**src/rtl/i2c_arb_pkg.sv**
```systemverilog
// Shared types and constants for the round-robin I2C controller arbiter.
// The optional per-attempt timeout is enabled by defining I2C_ARB_TIMEOUT_EN.
package i2c_arb_pkg;

  localparam int unsigned I2C_XFER_W  = 24;
  localparam int unsigned ADDR_MSB    = 23;
  localparam int unsigned ADDR_LSB    = 16;
  localparam int unsigned REG_MSB     = 15;
  localparam int unsigned REG_LSB     = 8;
  localparam int unsigned PAYLOAD_MSB = 7;
  localparam int unsigned PAYLOAD_LSB = 0;
  localparam int unsigned RETRY_W     = 3;
  localparam int unsigned TMO_CNT_W   = 8;

  typedef enum logic [2:0] {
    ST_IDLE  = 3'd0,
    ST_START = 3'd1,
    ST_WAIT  = 3'd2,
    ST_GAP   = 3'd3,
    ST_RESP  = 3'd4
  } arb_state_e;

  // One controller transaction: {slave address, register, payload}
  typedef struct packed {
    logic [ADDR_MSB-ADDR_LSB:0]       addr;
    logic [REG_MSB-REG_LSB:0]         reg_addr;
    logic [PAYLOAD_MSB-PAYLOAD_LSB:0] payload;
  } i2c_xfer_t;

endpackage

```
**src/rtl/i2c_arbiter_if.sv**
```systemverilog
// Requester-side and controller-side signals of the I2C arbiter.
// master = arbiter side, slave = requesters plus controller.
interface i2c_arbiter_if #(
  parameter int unsigned NUM_REQ = 2
);
  import i2c_arb_pkg::*;

  logic [NUM_REQ-1:0]            req;
  logic [I2C_XFER_W*NUM_REQ-1:0] req_data;
  logic [NUM_REQ-1:0]            grant;
  logic [NUM_REQ-1:0]            done;
  logic                          nack;
  logic                          timeout;
  logic                          ctl_start;
  i2c_xfer_t                     ctl_data;
  logic                          ctl_done;
  logic                          ctl_ack_n;

  modport master (
    input  req, req_data, ctl_done, ctl_ack_n,
    output grant, done, nack, timeout, ctl_start, ctl_data
  );

  modport slave (
    output req, req_data, ctl_done, ctl_ack_n,
    input  grant, done, nack, timeout, ctl_start, ctl_data
  );

endinterface

```
**src/rtl/i2c_rr_pick.sv**
```systemverilog
// Combinational round-robin picker: first active request strictly after
// the last served index, wrapping at NUM_REQ-1 back to 0.
module i2c_rr_pick #(
  parameter  int unsigned NUM_REQ = 2,
  localparam int unsigned IDX_W   = $clog2(NUM_REQ)
) (
  input  logic [NUM_REQ-1:0] req,
  input  logic [IDX_W-1:0]   last,
  output logic [NUM_REQ-1:0] win_c,
  output logic [IDX_W-1:0]   win_idx_c,
  output logic               valid_c
);

  localparam logic [IDX_W:0] NUM_REQ_W = (IDX_W+1)'(NUM_REQ);

  logic [IDX_W:0] slot;

  always_comb begin
    win_c     = '0;
    win_idx_c = '0;
    valid_c   = 1'b0;
    slot      = '0;
    for (int unsigned off = 1; off <= NUM_REQ; off++) begin
      slot = {1'b0, last} + (IDX_W+1)'(off);
      if (slot >= NUM_REQ_W) slot = slot - NUM_REQ_W;
      if (!valid_c && req[slot[IDX_W-1:0]]) begin
        valid_c   = 1'b1;
        win_idx_c = slot[IDX_W-1:0];
      end
    end
    win_c[win_idx_c] = valid_c;
  end

endmodule

```
**src/rtl/i2c_arbiter.sv**
```systemverilog
// Round-robin arbiter sharing one I2C controller between NUM_REQ requesters,
// with NACK retry. Define I2C_ARB_TIMEOUT_EN for the per-attempt timeout.
module i2c_arbiter
  import i2c_arb_pkg::*;
#(
  parameter int unsigned NUM_REQ        = 2,
  parameter int unsigned MAX_RETRY      = 3,
  parameter int unsigned TIMEOUT_CYCLES = 255
) (
  input  logic          clock_100khz,
  input  logic          reset,
  i2c_arbiter_if.master bus
);

  localparam int unsigned        IDX_W     = $clog2(NUM_REQ);
  localparam logic [RETRY_W-1:0] RETRY_MAX = RETRY_W'(MAX_RETRY);

  arb_state_e           state_q, state_d;
  logic [NUM_REQ-1:0]   grant_q, grant_d;
  logic [NUM_REQ-1:0]   done_q, done_d;
  logic                 nack_q, nack_d;
  logic                 ctl_start_q, ctl_start_d;
  i2c_xfer_t            ctl_data_q, ctl_data_d;
  logic [RETRY_W-1:0]   retry_q, retry_d;
  logic [IDX_W-1:0]     last_q, last_d;
  logic [IDX_W-1:0]     owner_q, owner_d;
  logic                 expire_c;

  logic [NUM_REQ-1:0]   pick_win_c;
  logic [IDX_W-1:0]     pick_idx_c;
  logic                 pick_valid_c;
  i2c_xfer_t            req_xfer [NUM_REQ];

  for (genvar g = 0; g < NUM_REQ; g++) begin : g_unpack
    assign req_xfer[g] = bus.req_data[g*I2C_XFER_W +: I2C_XFER_W];
  end

  i2c_rr_pick #(.NUM_REQ(NUM_REQ)) u_pick (
    .req       (bus.req),
    .last      (last_q),
    .win_c     (pick_win_c),
    .win_idx_c (pick_idx_c),
    .valid_c   (pick_valid_c)
  );

`ifdef I2C_ARB_TIMEOUT_EN
  logic [TMO_CNT_W-1:0] cnt_q, cnt_d;
  logic                 timeout_q, timeout_d;

  assign expire_c  = (cnt_q == TMO_CNT_W'(TIMEOUT_CYCLES - 1));
  assign timeout_d = (state_q == ST_WAIT) && !bus.ctl_done && expire_c;

  // Attempt counter: zero in IDLE/GAP so every START begins at 0.
  always_comb begin
    cnt_d = cnt_q;
    if (state_q == ST_IDLE || state_q == ST_GAP)       cnt_d = '0;
    else if (state_q == ST_START || state_q == ST_WAIT) cnt_d = cnt_q + TMO_CNT_W'(1);
  end

  always_ff @(posedge clock_100khz) begin
    if (reset) begin
      cnt_q     <= '0;
      timeout_q <= 1'b0;
    end else begin
      cnt_q     <= cnt_d;
      timeout_q <= timeout_d;
    end
  end

  assign bus.timeout = timeout_q;
`else
  assign expire_c    = 1'b0;
  assign bus.timeout = 1'b0;
`endif

  // Next-state and registered-output decode.
  always_comb begin
    state_d     = state_q;
    grant_d     = grant_q;
    owner_d     = owner_q;
    last_d      = last_q;
    retry_d     = retry_q;
    ctl_data_d  = ctl_data_q;
    done_d      = '0;
    nack_d      = 1'b0;
    ctl_start_d = 1'b0;

    case (state_q)
      ST_IDLE: begin
        if (pick_valid_c) begin
          grant_d    = pick_win_c;
          owner_d    = pick_idx_c;
          ctl_data_d = req_xfer[pick_idx_c];
          retry_d    = '0;
          state_d    = ST_START;
        end
      end
      ST_START: begin
        ctl_start_d = 1'b1;
        state_d     = ST_WAIT;
      end
      ST_WAIT: begin
        ctl_start_d = 1'b1;
        if (bus.ctl_done) begin
          ctl_start_d = 1'b0;
          if (!bus.ctl_ack_n) begin
            state_d = ST_RESP;
            done_d  = grant_q;
          end else if (retry_q < RETRY_MAX) begin
            retry_d = retry_q + RETRY_W'(1);
            state_d = ST_GAP;
          end else begin
            state_d = ST_RESP;
            done_d  = grant_q;
            nack_d  = 1'b1;
          end
        end else if (expire_c) begin
          ctl_start_d = 1'b0;
          state_d     = ST_RESP;
          done_d      = grant_q;
          nack_d      = 1'b1;
        end
      end
      // GAP shows ctl_start low once; the following START cycle re-raises it.
      ST_GAP: begin
        ctl_start_d = 1'b1;
        state_d     = ST_START;
      end
      ST_RESP: begin
        grant_d = '0;
        last_d  = owner_q;
        state_d = ST_IDLE;
      end
      default: state_d = ST_IDLE;
    endcase
  end

  // Pointer resets to NUM_REQ-1 so requester 0 is searched first.
  always_ff @(posedge clock_100khz) begin
    if (reset) begin
      state_q     <= ST_IDLE;
      grant_q     <= '0;
      done_q      <= '0;
      nack_q      <= 1'b0;
      ctl_start_q <= 1'b0;
      ctl_data_q  <= '0;
      retry_q     <= '0;
      last_q      <= IDX_W'(NUM_REQ - 1);
      owner_q     <= '0;
    end else begin
      state_q     <= state_d;
      grant_q     <= grant_d;
      done_q      <= done_d;
      nack_q      <= nack_d;
      ctl_start_q <= ctl_start_d;
      ctl_data_q  <= ctl_data_d;
      retry_q     <= retry_d;
      last_q      <= last_d;
      owner_q     <= owner_d;
    end
  end

  assign bus.grant     = grant_q;
  assign bus.done      = done_q;
  assign bus.nack      = nack_q;
  assign bus.ctl_start = ctl_start_q;
  assign bus.ctl_data  = ctl_data_q;

endmodule

```
**src/flat_wrapper.sv**
```systemverilog
// flat-port wrapper written by rule: the top's interface ports become plain ports
module i2c_arbiter_flat import i2c_arb_pkg::*;
#(
  parameter int unsigned NUM_REQ        = 2,
  parameter int unsigned MAX_RETRY      = 3,
  parameter int unsigned TIMEOUT_CYCLES = 255
)
  (clock_100khz, reset, bus_req, bus_req_data, bus_ctl_done, bus_ctl_ack_n, bus_grant, bus_done, bus_nack, bus_timeout, bus_ctl_start, bus_ctl_data);
  i2c_arbiter_if #(.NUM_REQ(NUM_REQ)) bus_i ();
  input  logic clock_100khz;
  input  logic reset;
  input wire logic [$bits(bus_i.req)-1:0] bus_req;
  input wire logic [$bits(bus_i.req_data)-1:0] bus_req_data;
  input wire logic [$bits(bus_i.ctl_done)-1:0] bus_ctl_done;
  input wire logic [$bits(bus_i.ctl_ack_n)-1:0] bus_ctl_ack_n;
  output wire logic [$bits(bus_i.grant)-1:0] bus_grant;
  output wire logic [$bits(bus_i.done)-1:0] bus_done;
  output wire logic [$bits(bus_i.nack)-1:0] bus_nack;
  output wire logic [$bits(bus_i.timeout)-1:0] bus_timeout;
  output wire logic [$bits(bus_i.ctl_start)-1:0] bus_ctl_start;
  output wire logic [$bits(bus_i.ctl_data)-1:0] bus_ctl_data;
  assign bus_i.req = bus_req;
  assign bus_i.req_data = bus_req_data;
  assign bus_i.ctl_done = bus_ctl_done;
  assign bus_i.ctl_ack_n = bus_ctl_ack_n;
  assign bus_grant = bus_i.grant;
  assign bus_done = bus_i.done;
  assign bus_nack = bus_i.nack;
  assign bus_timeout = bus_i.timeout;
  assign bus_ctl_start = bus_i.ctl_start;
  assign bus_ctl_data = bus_i.ctl_data;
  i2c_arbiter #(.NUM_REQ(NUM_REQ), .MAX_RETRY(MAX_RETRY), .TIMEOUT_CYCLES(TIMEOUT_CYCLES)) u_core (.clock_100khz(clock_100khz), .reset(reset), .bus(bus_i));
endmodule
```
**config.mk**
```make
export PLATFORM = sky130hd
export DESIGN_NAME = i2c_arbiter_flat
export DESIGN_NICKNAME = d
export VERILOG_FILES = /design/src/rtl/i2c_arb_pkg.sv /design/src/rtl/i2c_arbiter_if.sv /design/src/rtl/i2c_rr_pick.sv /design/src/rtl/i2c_arbiter.sv /design/src/flat_wrapper.sv
export SDC_FILE = /design/constraint.sdc
export NUM_CORES = 1
export LEC_CHECK = 0
export CAP_MARGIN = 10
export CORE_ASPECT_RATIO = 0.8
export CORE_UTILIZATION = 38
export DETAILED_ROUTE_END_ITERATION = 10
export PLACE_DENSITY = 0.78
export SYNTH_ARGS = -nofsm -noshare
export SYNTH_HDL_FRONTEND = slang
export SYNTH_SLANG_ARGS = --single-unit
```
**constraint.sdc**
```tcl
create_clock -name clock_100khz -period 1.6 [get_ports clock_100khz]
set_input_delay 0.32 -clock clock_100khz [delete_from_list [all_inputs] [get_ports clock_100khz]]
set_output_delay 0.32 -clock clock_100khz [all_outputs]
set_load 0.005 [all_outputs]
```
==> results.sh, run 1 <==
export IMPL_dr_first_iter_drc_count=71
export IMPL_avgRoutedWirePerCell_um=13.6
export IMPL_dpl_hpwl_um=3050
export IMPL_ir_worst_vdd_mv=0.463
export IMPL_avgSynthCellArea_sq_um=10.6
export IMPL_die_h_um=59.7
export IMPL_post_route_util_pct=67.4
export IMPL_cts_made_buffers=5
export IMPL_cts_root_buf="clkbuf_8"
export IMPL_wl_met3_um=377
export IMPL_maxCapViolCount=0
export IMPL_rr_startpoint="u_core.state_q[2]"
export IMPL_dieArea_sq_um=4430
export IMPL_initial_utilization_pct=40.5
export IMPL_dr_wl_met2_um=1780
export IMPL_rsz0062_at_grt="no"
export IMPL_vias_per_cell=4.87
export IMPL_grt_max_degree=25
export IMPL_hp_start="u_core.owner_q"
export IMPL_syn_nets=205
export IMPL_die_w_um=74.2
export IMPL_setup_violations=0
export IMPL_synth_seq_cells=38
export IMPL_endpoint_kind="flop"
export IMPL_cts_htree_levels=2
export IMPL_cp_arrival_ps=1690
export IMPL_async_flop_share_pct=0
export IMPL_layout_drive_gt1_share_pct=12.1
export IMPL_place_inst=293
export IMPL_cts_tree="done"
export IMPL_worstSetupPathType="primary input to flop"
export IMPL_startpoint_type="primary input"
export IMPL_cp_data_required_time_ps=1770
export IMPL_synth_warnings=0
export IMPL_route_vias_total=1472
export IMPL_grt_pass1_wl_um=6260
export IMPL_port_buffer_count=83
export IMPL_yosysTopAreaCell="dfxtp_1"
export IMPL_antenna_found_initial=0
export IMPL_synth_area_leaders="dfxtp_1, a221o_1, and2_1"
export IMPL_path_max_fanout=24
export IMPL_fmax_mhz=662
export IMPL_ant_nets=0
export IMPL_hp_class="flop to flop"
export IMPL_leakagePower_nw=1.06
export IMPL_synth_edf_count=0
export IMPL_worstSkewPairLatency_ps=290
export IMPL_hold_viol=0
export IMPL_yosys_area_top_type_share_pct=48.1
export IMPL_timing_final_crit_period_ps=1510
export IMPL_min_period_over_period_pct=94.5
export IMPL_synthDistinctLibCells=36
export IMPL_drt_wl_total_um=4120
export IMPL_cp_startpoint="bus_req[0]"
export IMPL_status="completed"
export IMPL_maxUsedRoutingLayer="met4"
export IMPL_finalClockSkew_ps=4.18
export IMPL_drt_met1_wl_um=1920
export IMPL_cts_sinks=38
export IMPL_core_sq_um=3900
export IMPL_grt_pass1_vias=1311
export IMPL_nets=301
export IMPL_ys_seq_area_share_pct=48.1
export IMPL_std_cell_rows=20
export IMPL_syn_area_sq_um=1580
export IMPL_clk_pin_slew_ps=70
export IMPL_globalRouteOverflowTotal=0
export IMPL_globalplace_congestion=0.833
export IMPL_clock_path_buffers=2
export IMPL_drtPass1Iterations=4
export IMPL_n_antenna_cell=0
export IMPL_drc=0
export IMPL_slew_violations=0
export IMPL_power_density_nw_per_um2=892
export IMPL_synthesis_instances=150
export IMPL_track_usage_pct=18.8
export IMPL_setup_tns_ps=0
export IMPL_whs_ps=466
export IMPL_holdBufCountCts=0
export IMPL_final_cells=302
export IMPL_synthFlopType="dfxtp_1"
export IMPL_area_growth_pct=66.3
export IMPL_ioPinCount=85
## layout make-up
type	count	area, sq um
Multi-Input combinational cell	100	742
Clock inverter	1	5.00
Timing Repair Buffer	98	958
Inverter	3	11.3
Fill cell	340	1270
Sequential cell	38	761
Tap cell	55	68.8
Clock buffer	7	86.3
## worst paths after layout
check	end	slack, ps	cells past startpoint
worst max-delay path	u_core.bus.ctl_data[12]	90	6
worst min-delay path	u_core.owner_q	470	2
worst min register to register	u_core.owner_q	470	2
worst max register to register	u_core.bus.ctl_data[12]	160	5
## cells in the final DEF (no fill, tap or decap), types with 2 or more instances in the layout
cell             netlist  routed
clkbuf_8               0       6
nand3_1                2       2
nor2_1                 2       2
a221o_1               24      24
o31ai_1                2       2
inv_1                  3       3
clkdlybuf4s50_1        0      82
and3_1                 3       3
nand2_1                9       9
nor2_4                 0       2
and2_1                25      25
o21ai_0                2       2
dfxtp_1               38      38
a21boi_0               4       4
a21oi_1                6       6
buf_4                  2      14
## cell usage after synthesis, types with 2 or more instances
master and n:
nand2_1 9, a21boi_0 4, dfxtp_1 38, buf_6 2, a221o_1 24, a21oi_1 6
nand3_1 2, inv_1 3, and3_1 3, buf_2 2, clkbuf_1 2, nor2_2 2
o31ai_1 2, nor2_1 2, buf_8 2, buf_4 2, o21ai_0 2, and2_1 25
## layer usage
metal	track usage (%)	vias to the layer above
met2	26.9	61
met1	26.8	656
met3	5.73	5
li1	-	750
met4	6.59	0
met5	0	-
## flip-flops by register name, indices dropped and copies added, names as in the netlist
name and cells:
u_core.owner_q 1, u_core.bus.grant 2, u_core.bus.nack 1, u_core.retry_q 3, u_core.state_q 3, u_core.bus.ctl_data 24, u_core.last_q 1, u_core.bus.done 2
u_core.bus.ctl_start 1
## per-stage QoR
stage	area [sq um]	worst slack (ps)	total power [mW]
after floorplan	1580	124	1.33
after global placement	2520	-443	1.68
after detailed placement	2520	-438	1.68
after CTS	2620	50.9	2.36
after global routing	2630	37.9	2.47
final	2630	88.4	2.35
## kinds of logic (layout without fill, tap and decap cells)
group           count (synthesis)  after routing  share of synthesized area (%)
compound gates                 44             44                           23.9
fa+ha+maj                       1              1                          0.790
buf+inv                        13            109                           6.09
flops                          38             38                           48.1
other cells                     1              1                          0.237
simple gates                   53             54                           20.9
## worst max-delay path: stages
cell             delay (ps)
clkdlybuf4s50_1         480
buf_4                   150
nand2_1                  70
and4_4                  220
and2_1                  180
a221o_1                 260
## report_power, final
part	internal, mW	switching (mW)
logic	0.390	0.198
registers	1.03	0.0519
clock network	0.348	0.327
## repair_timing
action | CTS | global route
gates resized for setup | 1 | 2
hold endpoints to repair | 0 | 0
pin swaps | 0 | 2
buffers inserted | 0 | 0
setup endpoints to repair | 24 | 6
gates cloned | 0 | 1
(Power assumes the default switching activity.)
==> inputs of run 2 (changes only) <==
--- a/config.mk
+++ b/config.mk
@@ -6,10 +6,11 @@
 export NUM_CORES = 1
 export LEC_CHECK = 0
 export CAP_MARGIN = 10
-export CORE_ASPECT_RATIO = 0.8
+export CORE_ASPECT_RATIO = 0.9
 export CORE_UTILIZATION = 38
 export DETAILED_ROUTE_END_ITERATION = 10
 export PLACE_DENSITY = 0.78
+export SETUP_SLACK_MARGIN = 0.2
 export SYNTH_ARGS = -nofsm -noshare
 export SYNTH_HDL_FRONTEND = slang
 export SYNTH_SLANG_ARGS = --single-unit
==> run 2 against run 1 <==
  * Fmax increased by 5.6%
  * Clock power up 48%
  * Non-clock buffer count did not move
  * Clock-buffer cell count fell by 1
  * Utilization rose by 2.9 points
  * Global-route usage up 3.1 points
  * Final cell count decreased by 2.3%
  * Clock skew up 4.8 ps
  * Register-to-register slack about the same
  * Critical path depth unchanged
  * Sequential power hardly changed
  * Critical path type is now flop to flop
  * Largest cell class unchanged
==> results.sh, run 2 (synthesized netlist as in run 1, its figures left out) <==
export IMPL_regArea_sq_um=776
export IMPL_p_int_mw=2.05
export IMPL_cts_sinks=38
export IMPL_clockPowerShare_pct=37.5
export IMPL_cts_root_buf="clkbuf_8"
export IMPL_grt_max_degree=20
export IMPL_ioPinCount=85
export IMPL_pwr_share_comb_pct=21.6
export IMPL_initial_utilization_pct=41.0
export IMPL_largest_reg_flops=24
export IMPL_startpoint_type="flop"
export IMPL_p_sw_share_pct=22.8
export IMPL_slew_violations=0
export IMPL_min_period_over_period_pct=89.4
export IMPL_final_cell_mix="clkdlybuf4s50_1, dlygate4sd2_1, dfxtp_1, and2_1, a221o_1"
export IMPL_die_w_um=70.0
export IMPL_dieArea_sq_um=4430
export IMPL_drc=0
export IMPL_globalplace_congestion=0.759
export IMPL_multi_input_area_sq_um=798
export IMPL_drtPass1Iterations=4
export IMPL_hold_viol=0
export IMPL_dpl_hpwl_um=3030
export IMPL_core_sq_um=3860
export IMPL_grt_pass1_wl_um=7530
export IMPL_area_growth_pct=71.6
export IMPL_n_antenna_cell=0
export IMPL_ir_worst_vdd_mv=0.448
export IMPL_whs_ps=457
export IMPL_final_common_cell="clkdlybuf4s50_1"
export IMPL_ant_nets=0
export IMPL_cts_made_buffers=5
export IMPL_place_inst=283
export IMPL_rsz0062_at_grt="yes"
export IMPL_cts_tree="done"
export IMPL_holdBufCountCts=0
export IMPL_hp_class="flop to flop"
export IMPL_globalRouteOverflowTotal=0
export IMPL_route_vias_total=1518
export IMPL_endpoint_kind="flop"
export IMPL_clk_pin_slew_ps=80
export IMPL_vias_per_cell=5.15
export IMPL_port_buffer_count=83
export IMPL_final_cells=295
export IMPL_clock_path_buffers=2
export IMPL_setup_tns_ps=0
export IMPL_cp_arrival_ps=1610
export IMPL_fill_cells=307
export IMPL_die_h_um=63.2
export IMPL_p_seq_share_pct=40.9
export IMPL_track_usage_pct=21.9
export IMPL_final_area_sq_um=2720
export IMPL_dr_first_iter_drc_count=44
export IMPL_timing_final_crit_period_ps=1430
export IMPL_worstSkewPairLatency_ps=290
export IMPL_path_max_fanout=19
export IMPL_antenna_found_initial=0
export IMPL_layout_drive_gt1_share_pct=19.7
export IMPL_drt_wl_total_um=4580
export IMPL_worstSetupPathType="flop to flop"
export IMPL_cp_data_required_time_ps=1780
export IMPL_setup_violations=0
export IMPL_finalClockSkew_ps=8.99
export IMPL_cts_htree_levels=2
export IMPL_status="completed"
export IMPL_std_cell_rows=21
export IMPL_grt_pass1_vias=1522
export IMPL_switchingPower_uw=607
export IMPL_place_area_sq_um=2510
export IMPL_fmax_mhz=699
export IMPL_power_density_nw_per_um2=980
export IMPL_maxCapViolCount=0
export IMPL_nets=303
export IMPL_avgRoutedWirePerCell_um=15.5
export IMPL_leakagePower_nw=1.22
[run 2: worst max-delay path: stages, from the launching register on]
cell and delay [ps]:
dfxtp_2 340, nor3_4 230, buf_6 130, o21ai_2 50, nor2b_4 130, buf_12 150, a221o_1 290
[run 2: cell type report]
| cell class | count | share of cell area [%] |
|---|---|---|
| flip-flops and latches | 38 | 28.6 |
| clock buffers | 6 | 3.04 |
| well taps | 46 | 2.12 |
| repair buffers | 98 | 34.3 |
| clock inverters | 2 | 2.21 |
| multi-input cells | 102 | 29.4 |
| inverters | 3 | 0.415 |
[run 2: final timing paths]
path / depth (start not counted) / start / slack (ps) / end
worst max register to register: 6 / u_core.state_q[2] / 170 / u_core.bus.ctl_data[11]
worst min-delay path: 2 / u_core.bus.grant[1] / 460 / u_core.bus.grant[1]
worst min register to register: 2 / u_core.bus.grant[1] / 460 / u_core.bus.grant[1]
worst max-delay path: 6 / u_core.state_q[2] / 170 / u_core.bus.ctl_data[11]
[run 2: stage by stage]
step                utilization (%)  worst slack [ps]  power (mW)
finish                         70.3               169        2.66
global route                   70.3               117        2.78
CTS                            69.5               135        2.65
detailed placement             64.9              -452        1.68
global placement               64.9              -449        1.68
floorplan                         -               189        1.33
[run 2: what timing repair did]
action	in CTS	in global routing
pin swaps	1	1
resized for setup	50	7
gates cloned	3	0
setup buffers	1	0
setup endpoints to repair	54	32
[run 2: routing by layer]
layer  track usage [%]  vias to the layer above  wire, um
li1                  -                      757         -
met1              27.2                      703      2050
met2              37.0                       53      2210
met3              6.08                        5       270
met4              6.50                        0        37
met5                 0                        -         0
[run 2: power groups by stage]
stage	combinational [mW]	sequential, mW	clock, mW
6_report	0.575	1.09	0.999
5_1_grt	0.620	1.10	1.06
4_1_cts	0.557	1.09	1.01
3_5_place_dp	0.577	1.10	0
3_3_place_gp	0.570	1.11	0
2_1_floorplan	0.223	1.11	0
